`config.mk`:
```
export PLATFORM = sky130hd
export DESIGN_NAME = multiword_add_sequencer
export DESIGN_NICKNAME = d
export VERILOG_FILES = /design/src/rtl/multiword_add_sequencer.sv
export SDC_FILE = /design/constraint.sdc
export NUM_CORES = 1
export LEC_CHECK = 0
export ABC_AREA = 1
export BUFFER_PORTS_ARGS = -buffer_cell sky130_fd_sc_hd__clkbuf_2
export CORE_MARGIN = 2
export CORE_UTILIZATION = 41
export CTS_BUF_LIST = sky130_fd_sc_hd__clkbuf_8
export DETAILED_ROUTE_END_ITERATION = 8
export PLACE_DENSITY = 0.81
export SLEW_MARGIN = 20
export SYNTH_ARGS = -nofsm -noshare
export SYNTH_HDL_FRONTEND = slang
export SYNTH_SLANG_ARGS = --single-unit
```
`constraint.sdc`:
```
create_clock -name clk -period 1.5 [get_ports clk]
set_clock_uncertainty 0.15 [all_clocks]
set_input_delay 0.225 -clock clk [delete_from_list [all_inputs] [get_ports clk]]
set_output_delay 0.225 -clock clk [all_outputs]
set_load 0.02 [all_outputs]
```
`src/rtl/multiword_add_sequencer.sv`:
```
// Multi-precision add sequencer: streams LSB-first byte pairs through an external
// 8-bit adder, chains the carry in a register and emits a handshaked result stream.
module multiword_add_sequencer #(
  parameter int WORDS = 4
) (
  input  logic       clk,
  input  logic       rst_n,
  input  logic       clr,
  input  logic       in_valid,
  output logic       in_ready,
  input  logic [7:0] in_a,
  input  logic [7:0] in_b,
  input  logic       in_cin,
  output logic [7:0] add_a,
  output logic [7:0] add_b,
  output logic       add_cin,
  input  logic [7:0] add_sum,
  input  logic       add_cout,
  output logic       out_valid,
  input  logic       out_ready,
  output logic [7:0] out_sum,
  output logic       out_last,
  output logic       out_cout,
  output logic       out_ovf
);

  localparam int IDX_W = (WORDS > 1) ? $clog2(WORDS) : 1;
  localparam logic [IDX_W-1:0] LAST_IDX = IDX_W'(WORDS - 1);

  logic [IDX_W-1:0] idx_q, idx_d;
  logic             carry_q, carry_d;
  logic             valid_q, valid_d;
  logic [7:0]       sum_q, sum_d;
  logic             last_q, last_d;
  logic             cout_q, cout_d;
  logic             ovf_q, ovf_d;
  logic             accept;
  logic             at_last;

  // Two's-complement overflow: like-signed operands producing an opposite-signed sum.
  function automatic logic signed_ovf(input logic signed [7:0] a,
                                      input logic signed [7:0] b,
                                      input logic signed [7:0] s);
    return (a[7] == b[7]) && (s[7] != a[7]);
  endfunction

  assign in_ready = !valid_q || out_ready;
  assign accept   = in_valid && in_ready;
  assign at_last  = (idx_q == LAST_IDX);

  assign add_a   = in_a;
  assign add_b   = in_b;
  assign add_cin = (idx_q == '0) ? in_cin : carry_q;

  always_comb begin
    idx_d   = idx_q;
    carry_d = carry_q;
    valid_d = valid_q;
    sum_d   = sum_q;
    last_d  = last_q;
    cout_d  = cout_q;
    ovf_d   = ovf_q;
    if (clr) begin
      idx_d   = '0;
      carry_d = 1'b0;
      valid_d = 1'b0;
      last_d  = 1'b0;
      cout_d  = 1'b0;
      ovf_d   = 1'b0;
    end else if (accept) begin
      sum_d   = add_sum;
      valid_d = 1'b1;
      last_d  = at_last;
      carry_d = add_cout;
      if (at_last) begin
        cout_d = add_cout;
        ovf_d  = signed_ovf(in_a, in_b, add_sum);
        idx_d  = '0;
      end else begin
        cout_d = 1'b0;
        ovf_d  = 1'b0;
        idx_d  = idx_q + IDX_W'(1);
      end
    end else if (out_ready) begin
      valid_d = 1'b0;
    end
  end

  always_ff @(posedge clk or negedge rst_n) begin
    if (!rst_n) begin
      idx_q   <= '0;
      carry_q <= 1'b0;
      valid_q <= 1'b0;
      sum_q   <= 8'h00;
      last_q  <= 1'b0;
      cout_q  <= 1'b0;
      ovf_q   <= 1'b0;
    end else begin
      idx_q   <= idx_d;
      carry_q <= carry_d;
      valid_q <= valid_d;
      sum_q   <= sum_d;
      last_q  <= last_d;
      cout_q  <= cout_d;
      ovf_q   <= ovf_d;
    end
  end

  assign out_valid = valid_q;
  assign out_sum   = sum_q;
  assign out_last  = last_q;
  assign out_cout  = cout_q;
  assign out_ovf   = ovf_q;

endmodule

```
==> impl_metrics.csv, run 1 <==
group,metric,value,unit
placement,place_congestion,0.706,
detailed_routing,detailroute.via_count,636,
global_routing,grtUsageTotal,14.3,%
timing,rsz0062_at_grt,"true",
clock_tree,cts.path.max_buffers,2,
timing,fin_crit_sh,109,%
power,cellLeakagePower,0.592,nW
floorplan,die_area,2360,um2
min_path,holdCritPathClass,"input port to register",
placement,dp_cells,139,
critical_path,rr_endpoint,"out_sum[5]",
critical_path,path_delay_family,"flip-flops",
clock_tree,root_buffer,"clkbuf_8",
timing,finalSetupTns,-0.142,ns
detailed_routing,route.detailed.drc,0,
cells_and_area,nFillCells,201,
synth,yosys.area_share.simple,24.7,%
critical_path,cp_num_buf_inv,2,
critical_path,path_class,"register to output pin",
floorplan,initial_core_util,42.4,%
cells_and_area,layout.cells.non_filler,146,
detailed_routing,drt_iter0_drc,10,
critical_path,cp-end-kind,"output pin",
power,p_int,0.727,mW
critical_path,critPathArrivalTime,1.27,ns
global_routing,gr-total-overflow,0,
clock_tree,cts_buffers,3,
floorplan,row_count,16,
critical_path,worst-path-max-fanout,2,
power,power_frac_comb,23.8,%
floorplan,fp.coreArea,1920,um2
floorplan,die_h,48.6,um
min_path,hold_end,"out_sum[2]",
placement,portBuffers,32,
synth,synth_area_leaders,"dfrtp_1 46%, nand2_1 18%, buf_4 15%",
flow_run,drv_cap,0,
floorplan,pin_count,61,
timing,fmax,609,MHz
min_path,whs_path_depth,3,
global_routing,antenna_found_initial,0,
status,violations,"negative setup slack",
clock_tree,clock_latency,0.24,ns
power,power.total,1.02,mW
critical_path,cp-start-kind,"register",
synth,synth_seq_cells,15,
power,switching_share,29.1,%
critical_path,cpPeakStageDelay,0.39,ns
cells_and_area,drive_above_1_share,43.7,%
synth,synth-xor-area-share,0,%
cells_and_area,multi_input_area,290,um2
timing,final-hold-violation-count,0,
detailed_routing,postRouteAntennaNets,0,
cells_and_area,syn2layout_area_growth,21.4,%
synth,ys_seq_area_share,46.1,%
power,ir_drop,0.000568,V
critical_path,required,1.12,ns
synth,synth_compound_area_share,1.69,%
timing,fin_hold_ws,0.0204,ns
status,status,"complete, but fails checks",
synth,mappedNetlistArea,815,um2
detailed_routing,vias_per_cell,4.36,
clock_tree,cts_tree,"yes",
synth,synth_top_family_by_area,"simple AND/OR/NAND/NOR gates",
critical_path,cp_slowest_cell,"dfrtp_1",
cells_and_area,seq_area,375,um2
timing,setup_slack,-0.142,ns
min_path,hold_start,"add_sum[2]",
synth,synth_fa_ha_area_share,3.07,%
timing,finalCriticalPeriod,1.64,ns
timing,tightest_slew,0.373,ns
synth,synth_warnings,0,
global_routing,grt_max_degree,16,
global_routing,grt_pass1_wl,2.57,mm
power,p_switching,0.298,mW
detailed_routing,drt-total-wl,1.58,mm
power,pwr-share-seq,45.6,%
timing,slew_headroom,75.1,%
critical_path,r2r-start,"out_valid",
clock_tree,clock-sinks,15,
synth,synth_top_cell_by_area,"dfrtp_1",
synth,syn_area_per_cell,8.57,um2
cells_and_area,diodes,0,
synth,synth_top_area_share,46.1,%
timing,drv_slew,0,
synth,syn_nets,128,
floorplan,die_w,48.6,um
critical_path,reg2reg_depth,5,
clock_tree,htreeDepth,1,
synth,synthDistinctLibCells,16,
detailed_routing,firstDrtPassIters,4,
detailed_routing,routedWlPerCell,10.8,um
critical_path,r2r_slack,0.26,ns
synth,syn_inst,95,
timing,finalSetupViolCount,1,
global_routing,first_global_vias,610,
cells_and_area,fin_nets,153,
critical_path,cp_cell_sequence,"inv_2 > ha_4 > mux2_4 > buf_8",
power,clkPwrFrac,30.6,%
synth,synthMuxAreaShare,4.15,%
placement,dpl_worst_slack,0.0616,ns
clock_tree,clkTransAtPathRegs,0.06,ns
placement,dp_hpwl,1.22,mm
power,pwr_density_cell,1040,nW/um2
==> area by class of cell <==
| class | count | share of cell area, % |
|---|---|---|
| timing repair buffer | 37 | 21.3 |
| multi-input combinational | 54 | 29.4 |
| tap | 27 | 3.42 |
| inverter | 9 | 3.42 |
| clock inverter | 1 | 0.380 |
| clock buffer | 3 | 4.18 |
| sequential | 15 | 38.0 |
==> sequential cells by signal (all words and copies together) (netlist names) <==
register and flops:
out_valid 1, out_sum 8, out_cout 1, carry_q 1
out_ovf 1, out_last 1, idx_q 2
==> how the worst max path moves through the flow <==
stage | depth (start not counted) | start | slack (ns) | endpoint
4_1_cts | 4 | idx_q[1] | -0.17 | add_cin
6_report | 4 | idx_q[1] | -0.14 | add_cin
3_5_place_dp | 4 | idx_q[0] | 0.06 | add_cin
3_3_place_gp | 4 | idx_q[0] | 0.08 | add_cin
2_1_floorplan | 3 | idx_q[0] | 0.11 | add_cin
5_1_grt | 4 | idx_q[1] | -0.19 | add_cin
==> power by group through the flow <==
stage	clock network, mW	logic (mW)	registers (mW)
after floorplan	0	0.146	0.515
after global placement	0	0.215	0.472
after detailed placement	0	0.222	0.475
after CTS	0.332	0.245	0.468
after global routing	0.344	0.267	0.473
final	0.314	0.244	0.467
==> placed cells by master (no fill, tap or decap) <==
cell type	netlist	routed
nand2_1	39	39
clkbuf_2	0	31
dfrtp_1	15	15
inv_2	3	5
inv_1	6	5
buf_4	16	4
nor2_1	3	3
clkbuf_8	0	3
nand2_2	2	2
nand3_1	2	2
nand2_4	1	1
mux2_4	0	1
nand3_2	1	1
mux2i_4	1	1
a21oi_1	1	1
o21ai_2	1	1
ha_4	0	1
ha_1	2	1
dlygate4sd3_1	0	1
buf_8	0	1
==> Yosys cell counts <==
cell type	n
nand2_1	39
buf_4	16
dfrtp_1	15
inv_1	6
inv_2	3
nor2_1	3
ha_1	2
nand2_2	2
nand3_1	2
a21oi_1	1
buf_6	1
mux2_2	1
mux2i_4	1
nand2_4	1
nand3_2	1
o21ai_2	1
==> repair_timing <==
item / CTS / global route
endpoints found under the hold margin: 15 / 0
resized for setup: 7 / 1
buffers inserted: 2 / 0
hold buffers: 1 / 0
endpoints found under the setup margin: 1 / 1
pin swaps: 1 / 0
==> per-stage QoR <==
step / utilization (%) / instance area (um2)
after global placement: 46.4 / 892
after detailed placement: 46.4 / 892
after CTS: 51.4 / 987
after global routing: 51.4 / 988
final: 51.4 / 988
after floorplan: - / 815
==> layer usage <==
metal	share of wire (%)	wire length, um	GRT usage (%)	vias to the layer above
li1	-	-	-	318
met1	40	629	15.7	278
met2	48	763	23.8	30
met3	9.0	142	4.63	10
met4	2.7	42	9.05	0
met5	0	0	0	-
==> worst min-delay path, cell delays in order <==
cell	delay, ns
clkbuf_2	0.07
nand2_1	0.04
nand2_1	0.04
==> logic make-up after synthesis <==
family | count (synthesis)
adders and majority gates | 2
and+or+nand+nor | 48
muxes | 2
AOI/OAI and AO/OA | 2
DFF | 15
buffers and inverters | 26
No activity file was read; power rests on OpenSTA's default activity.
==> run 2: changes to the inputs <==
Settings changed: CORE_MARGIN 2 to 3, PLACE_DENSITY 0.81 to 0.89, REMOVE_ABC_BUFFERS from default to 1.
==> run 2 against run 1 <==
The flow still finishes with violations (negative setup slack). Fmax fell by 1.4%. Worst hold slack hardly changed. Clock power increased by 3%. Utilization up 3.4 points. Worst setup slack got worse by 0.024 ns. Die area is 8.4% higher. Sequential power barely moved. Non-clock buffer count did not move. Flip-flop and latch count unchanged. Critical path type unchanged. Largest power group unchanged.
==> impl_metrics.csv, run 2 (same netlist as run 1, synthesis figures left out) <==
group,metric,value,unit
power,power_frac_comb,23.6,%
critical_path,path_class,"register to output pin",
detailed_routing,route.detailed.drc,0,
power,switching_share,29.6,%
critical_path,worst-path-max-fanout,2,
cells_and_area,multi_input_area,290,um2
power,pwr_density_cell,1050,nW/um2
power,power.total,1.04,mW
timing,finalSetupTns,-0.166,ns
timing,setup_slack,-0.166,ns
timing,finalSetupViolCount,1,
clock_tree,cts_tree,"yes",
global_routing,first_global_vias,692,
timing,fin_crit_sh,111,%
floorplan,row_count,15,
clock_tree,cts.path.max_buffers,2,
cells_and_area,drive_above_1_share,44.5,%
power,clkPwrFrac,31.3,%
global_routing,grt_max_degree,16,
timing,final-hold-violation-count,0,
critical_path,required,1.12,ns
placement,dp_hpwl,1.38,mm
critical_path,critPathArrivalTime,1.29,ns
placement,portBuffers,32,
floorplan,pin_count,61,
power,cellLeakagePower,0.590,nW
min_path,holdCritPathClass,"input port to register",
clock_tree,clock-sinks,15,
detailed_routing,postRouteAntennaNets,0,
timing,rsz0062_at_grt,"true",
cells_and_area,post-route-util,54.8,%
floorplan,die_area,2560,um2
critical_path,cp-start-kind,"register",
cells_and_area,final_cell_mix,"39 x nand2_1, 31 x clkbuf_2, 15 x dfrtp_1",
detailed_routing,drt_iter0_drc,6,
timing,tightest_slew,0.380,ns
cells_and_area,layout_commonest_cell,"nand2_1",
critical_path,cp-end-kind,"output pin",
detailed_routing,detailroute.via_count,652,
critical_path,cp-endpoint,"add_cin",
cells_and_area,nFillCells,168,
timing,finalCriticalPeriod,1.67,ns
cells_and_area,largest_reg_flops,8,
critical_path,r2r-start,"out_valid",
clock_tree,root_buffer,"clkbuf_8",
detailed_routing,drt-total-wl,1.85,mm
power,p_int,0.731,mW
critical_path,reg2reg_depth,5,
clock_tree,clock_latency,0.25,ns
timing,fmax,600,MHz
cells_and_area,seq_area,375,um2
floorplan,initial_core_util,45.2,%
power,p_switching,0.307,mW
clock_tree,cts_buffers,3,
critical_path,rr_endpoint,"idx_q[1]",
placement,dpl_worst_slack,0.0200,ns
floorplan,die_w,50.6,um
global_routing,antenna_found_initial,0,
flow_run,drv_cap,0,
status,violations,"negative setup slack",
cells_and_area,diodes,0,
detailed_routing,vias_per_cell,4.53,
cells_and_area,syn2layout_area_growth,21.2,%
clock_tree,clkTransAtPathRegs,0.06,ns
detailed_routing,routedWlPerCell,12.9,um
power,ir_drop,0.000449,V
global_routing,gr-total-overflow,0,
min_path,whs_path_depth,3,
floorplan,die_h,50.6,um
clock_tree,htreeDepth,1,
global_routing,grtUsageTotal,16.3,%
timing,drv_slew,0,
detailed_routing,firstDrtPassIters,3,
cells_and_area,fin_nets,153,
status,status,"complete, but fails checks",
floorplan,fp.coreArea,1800,um2
timing,slew_headroom,74.6,%
critical_path,startpoint,"idx_q[0]",
placement,place_congestion,0.723,
global_routing,grt_pass1_wl,3.08,mm
critical_path,r2r_slack,0.17,ns
power,pwr-share-seq,45.1,%
==> run 2: changes by cell type in the layout (fill, tap and decap cells not counted) <==
| cell | change |
|---|---|
| clkinv_2 | +1 |
| inv_1 | -1 |
==> run 2: through the flow <==
step	instance area [um2]	std cells	hold WS (ns)
after floorplan	683	78	-0.221
after global placement	882	136	0.000228
after detailed placement	882	136	0.00920
after CTS	971	142	0.0186
after global routing	987	144	0.0242
final	987	144	0.0201
==> run 2: worst max-delay path: stages, from the launching register on <==
cell and delay [ns]:
dfrtp_1 0.40, inv_2 0.09, ha_4 0.13, mux2_4 0.30, buf_8 0.13
==> run 2: power by group through the flow <==
stage	clock network (mW)	logic (mW)	registers, mW
finish	0.324	0.245	0.468
global route	0.360	0.271	0.472
CTS	0.333	0.238	0.469
detailed placement	0	0.218	0.475
global placement	0	0.213	0.473
floorplan	0	0.0801	0.515
==> run 2: final cells by class <==
cell class	count	area share, %
inverter	9	3.42
clock inverter	1	0.507
clock buffer	3	4.18
tap	25	3.17
sequential	15	38.0
multi-input combinational	54	29.4
timing repair buffer	37	21.3
==> run 2: routing by layer <==
metal | part of all wire [%] | GRT usage, % | vias up
li1 | - | - | 316
met3 | 15 | 11.9 | 2
met4 | 0.43 | 4.48 | 0
met1 | 35 | 16.9 | 285
met2 | 50 | 25.4 | 49
met5 | 0 | 7.14 | -
==> run 2: worst min-delay path by stage <==
stage                     from    endpoint  slack [ns]
floorplan                rst_n     carry_q       -0.22
global placement         rst_n    out_cout      0.0002
detailed placement       rst_n    out_cout       0.009
CTS                 add_sum[0]  out_sum[0]        0.02
global route        add_sum[0]  out_sum[0]        0.02
finish              add_sum[6]  out_sum[6]        0.02
==> run 2: what timing repair did <==
item                                    CTS  global route
cloned                                    0             0
endpoints found under the setup margin    1             1
hold buffers                              1             0
resized for setup                         7             1
setup buffers                             1             2
endpoints found under the hold margin    15             0
pin swaps                                 1             0
==> run 3: changes to the inputs <==
Settings changed: HOLD_SLACK_MARGIN from default to 0.03.
==> run 3 against run 2 <==
The run still ends with negative setup slack left. Final cell count rose by 4.9%. Combinational power is 6% higher. Worst setup slack about the same. Largest cell class unchanged.
==> impl_metrics.csv, run 3 (same netlist as run 1, synthesis figures left out) <==
group,metric,value,unit
status,status,"complete, but fails checks",
status,violations,"negative setup slack",
timing,finalSetupViolCount,1,
critical_path,critPathArrivalTime,1.29,ns
timing,finalSetupTns,-0.166,ns
critical_path,cp_num_buf_inv,2,
cells_and_area,layout.cells.non_filler,151,
timing,slew_headroom,74.6,%
critical_path,cp-end-kind,"output pin",
clock_tree,cts_buffers,3,
critical_path,path_class,"register to output pin",
detailed_routing,detailroute.via_count,683,
global_routing,grt_pass1_wl,3.10,mm
timing,setup_slack,-0.166,ns
floorplan,pin_count,61,
timing,fin_crit_sh,111,%
detailed_routing,routedWlPerCell,12.4,um
power,cellLeakagePower,0.619,nW
global_routing,antenna_found_initial,0,
timing,fmax,600,MHz
detailed_routing,vias_per_cell,4.52,
cells_and_area,nFillCells,163,
clock_tree,cts.path.max_buffers,2,
critical_path,cpPeakStageDelay,0.40,ns
critical_path,required,1.12,ns
floorplan,die_area,2560,um2
detailed_routing,drt-total-wl,1.87,mm
critical_path,cp-start-kind,"register",
flow_run,drv_cap,0,
global_routing,first_global_vias,705,
timing,rsz0062_at_grt,"true",
placement,portBuffers,32,
placement,dpl_worst_slack,0.0200,ns
timing,tightest_slew,0.381,ns
clock_tree,clock-sinks,15,
global_routing,grt_max_degree,16,
min_path,holdCritPathClass,"input port to register",
clock_tree,clock_latency,0.25,ns
detailed_routing,firstDrtPassIters,3,
cells_and_area,fin_nets,160,
timing,final-hold-violation-count,0,
detailed_routing,postRouteAntennaNets,0,
critical_path,cp_slowest_cell,"dfrtp_1",
floorplan,die_h,50.6,um
cells_and_area,post-route-util,58.7,%
cells_and_area,largest_reg_flops,8,
placement,place_congestion,0.723,
placement,dp_hpwl,1.38,mm
critical_path,cp_cell_sequence,"inv_2 > ha_4 > mux2_4 > buf_8",
floorplan,fp.coreArea,1800,um2
floorplan,die_w,50.6,um
critical_path,worst-path-max-fanout,2,
critical_path,r2r_slack,0.17,ns
clock_tree,clkTransAtPathRegs,0.06,ns
timing,finalCriticalPeriod,1.67,ns
cells_and_area,drive_above_1_share,42.1,%
critical_path,path_delay_family,"flip-flops",
clock_tree,cts_tree,"yes",
clock_tree,root_buffer,"clkbuf_8",
floorplan,initial_core_util,45.2,%
cells_and_area,layout_commonest_cell,"nand2_1",
global_routing,gr-total-overflow,0,
cells_and_area,final_cell_mix,"39 x nand2_1, 31 x clkbuf_2, 15 x dfrtp_1",
placement,dp_cells,136,
power,ir_drop,0.000449,V
power,pwr_density_cell,994,nW/um2
detailed_routing,route.detailed.drc,0,
clock_tree,htreeDepth,1,
floorplan,row_count,15,
cells_and_area,diodes,0,
detailed_routing,drt_iter0_drc,9,
cells_and_area,syn2layout_area_growth,29.8,%
power,power.total,1.05,mW
timing,drv_slew,0,
timing,fin_hold_ws,0.0376,ns
cells_and_area,design_area,1060,um2
global_routing,grtUsageTotal,16.4,%
placement,placedInstanceArea,882,um2
-- run 3: final timing paths --
check | from | endpoint | depth (start not counted)
setup reg to reg | out_valid | idx_q[1] | 5
hold reg to reg | out_cout | out_cout | 2
max in group asynchronous | rst_n | out_sum[5] | 2
hold / removal | clr | out_valid | 2
setup / recovery | idx_q[0] | add_cin | 4
min in group asynchronous | rst_n | carry_q | 2
-- run 3: layout make-up --
type | count | area (um2) | share of cell area, %
Tap cell | 25 | 31.3 | 2.96
Timing Repair Buffer | 44 | 280 | 26.5
Clock inverter | 1 | 5.00 | 0.473
Inverter | 9 | 33.8 | 3.20
Sequential cell | 15 | 375 | 35.5
Clock buffer | 3 | 41.3 | 3.91
Multi-Input combinational cell | 54 | 290 | 27.5
-- run 3: where the power goes --
group          internal [mW]  switching [mW]
Combinational          0.114           0.145
Clock                  0.184           0.140
Sequential             0.445          0.0229
Total                  0.743           0.309
-- run 3: what timing repair did --
item,4_1_cts,5_1_grt
buffers inserted,1,2
hold buffers,8,0
pin swaps,1,0
endpoints found under the hold margin,22,0
endpoints found under the setup margin,1,1
gates resized for setup,7,1
-- run 3: routing by layer --
layer | track usage [%] | wire length, um | vias to the layer above
met5 | 7.14 | 0 | -
met4 | 4.48 | 8 | 0
met3 | 11.6 | 271 | 2
met2 | 26.5 | 960 | 49
met1 | 16.5 | 630 | 302
li1 | - | - | 330
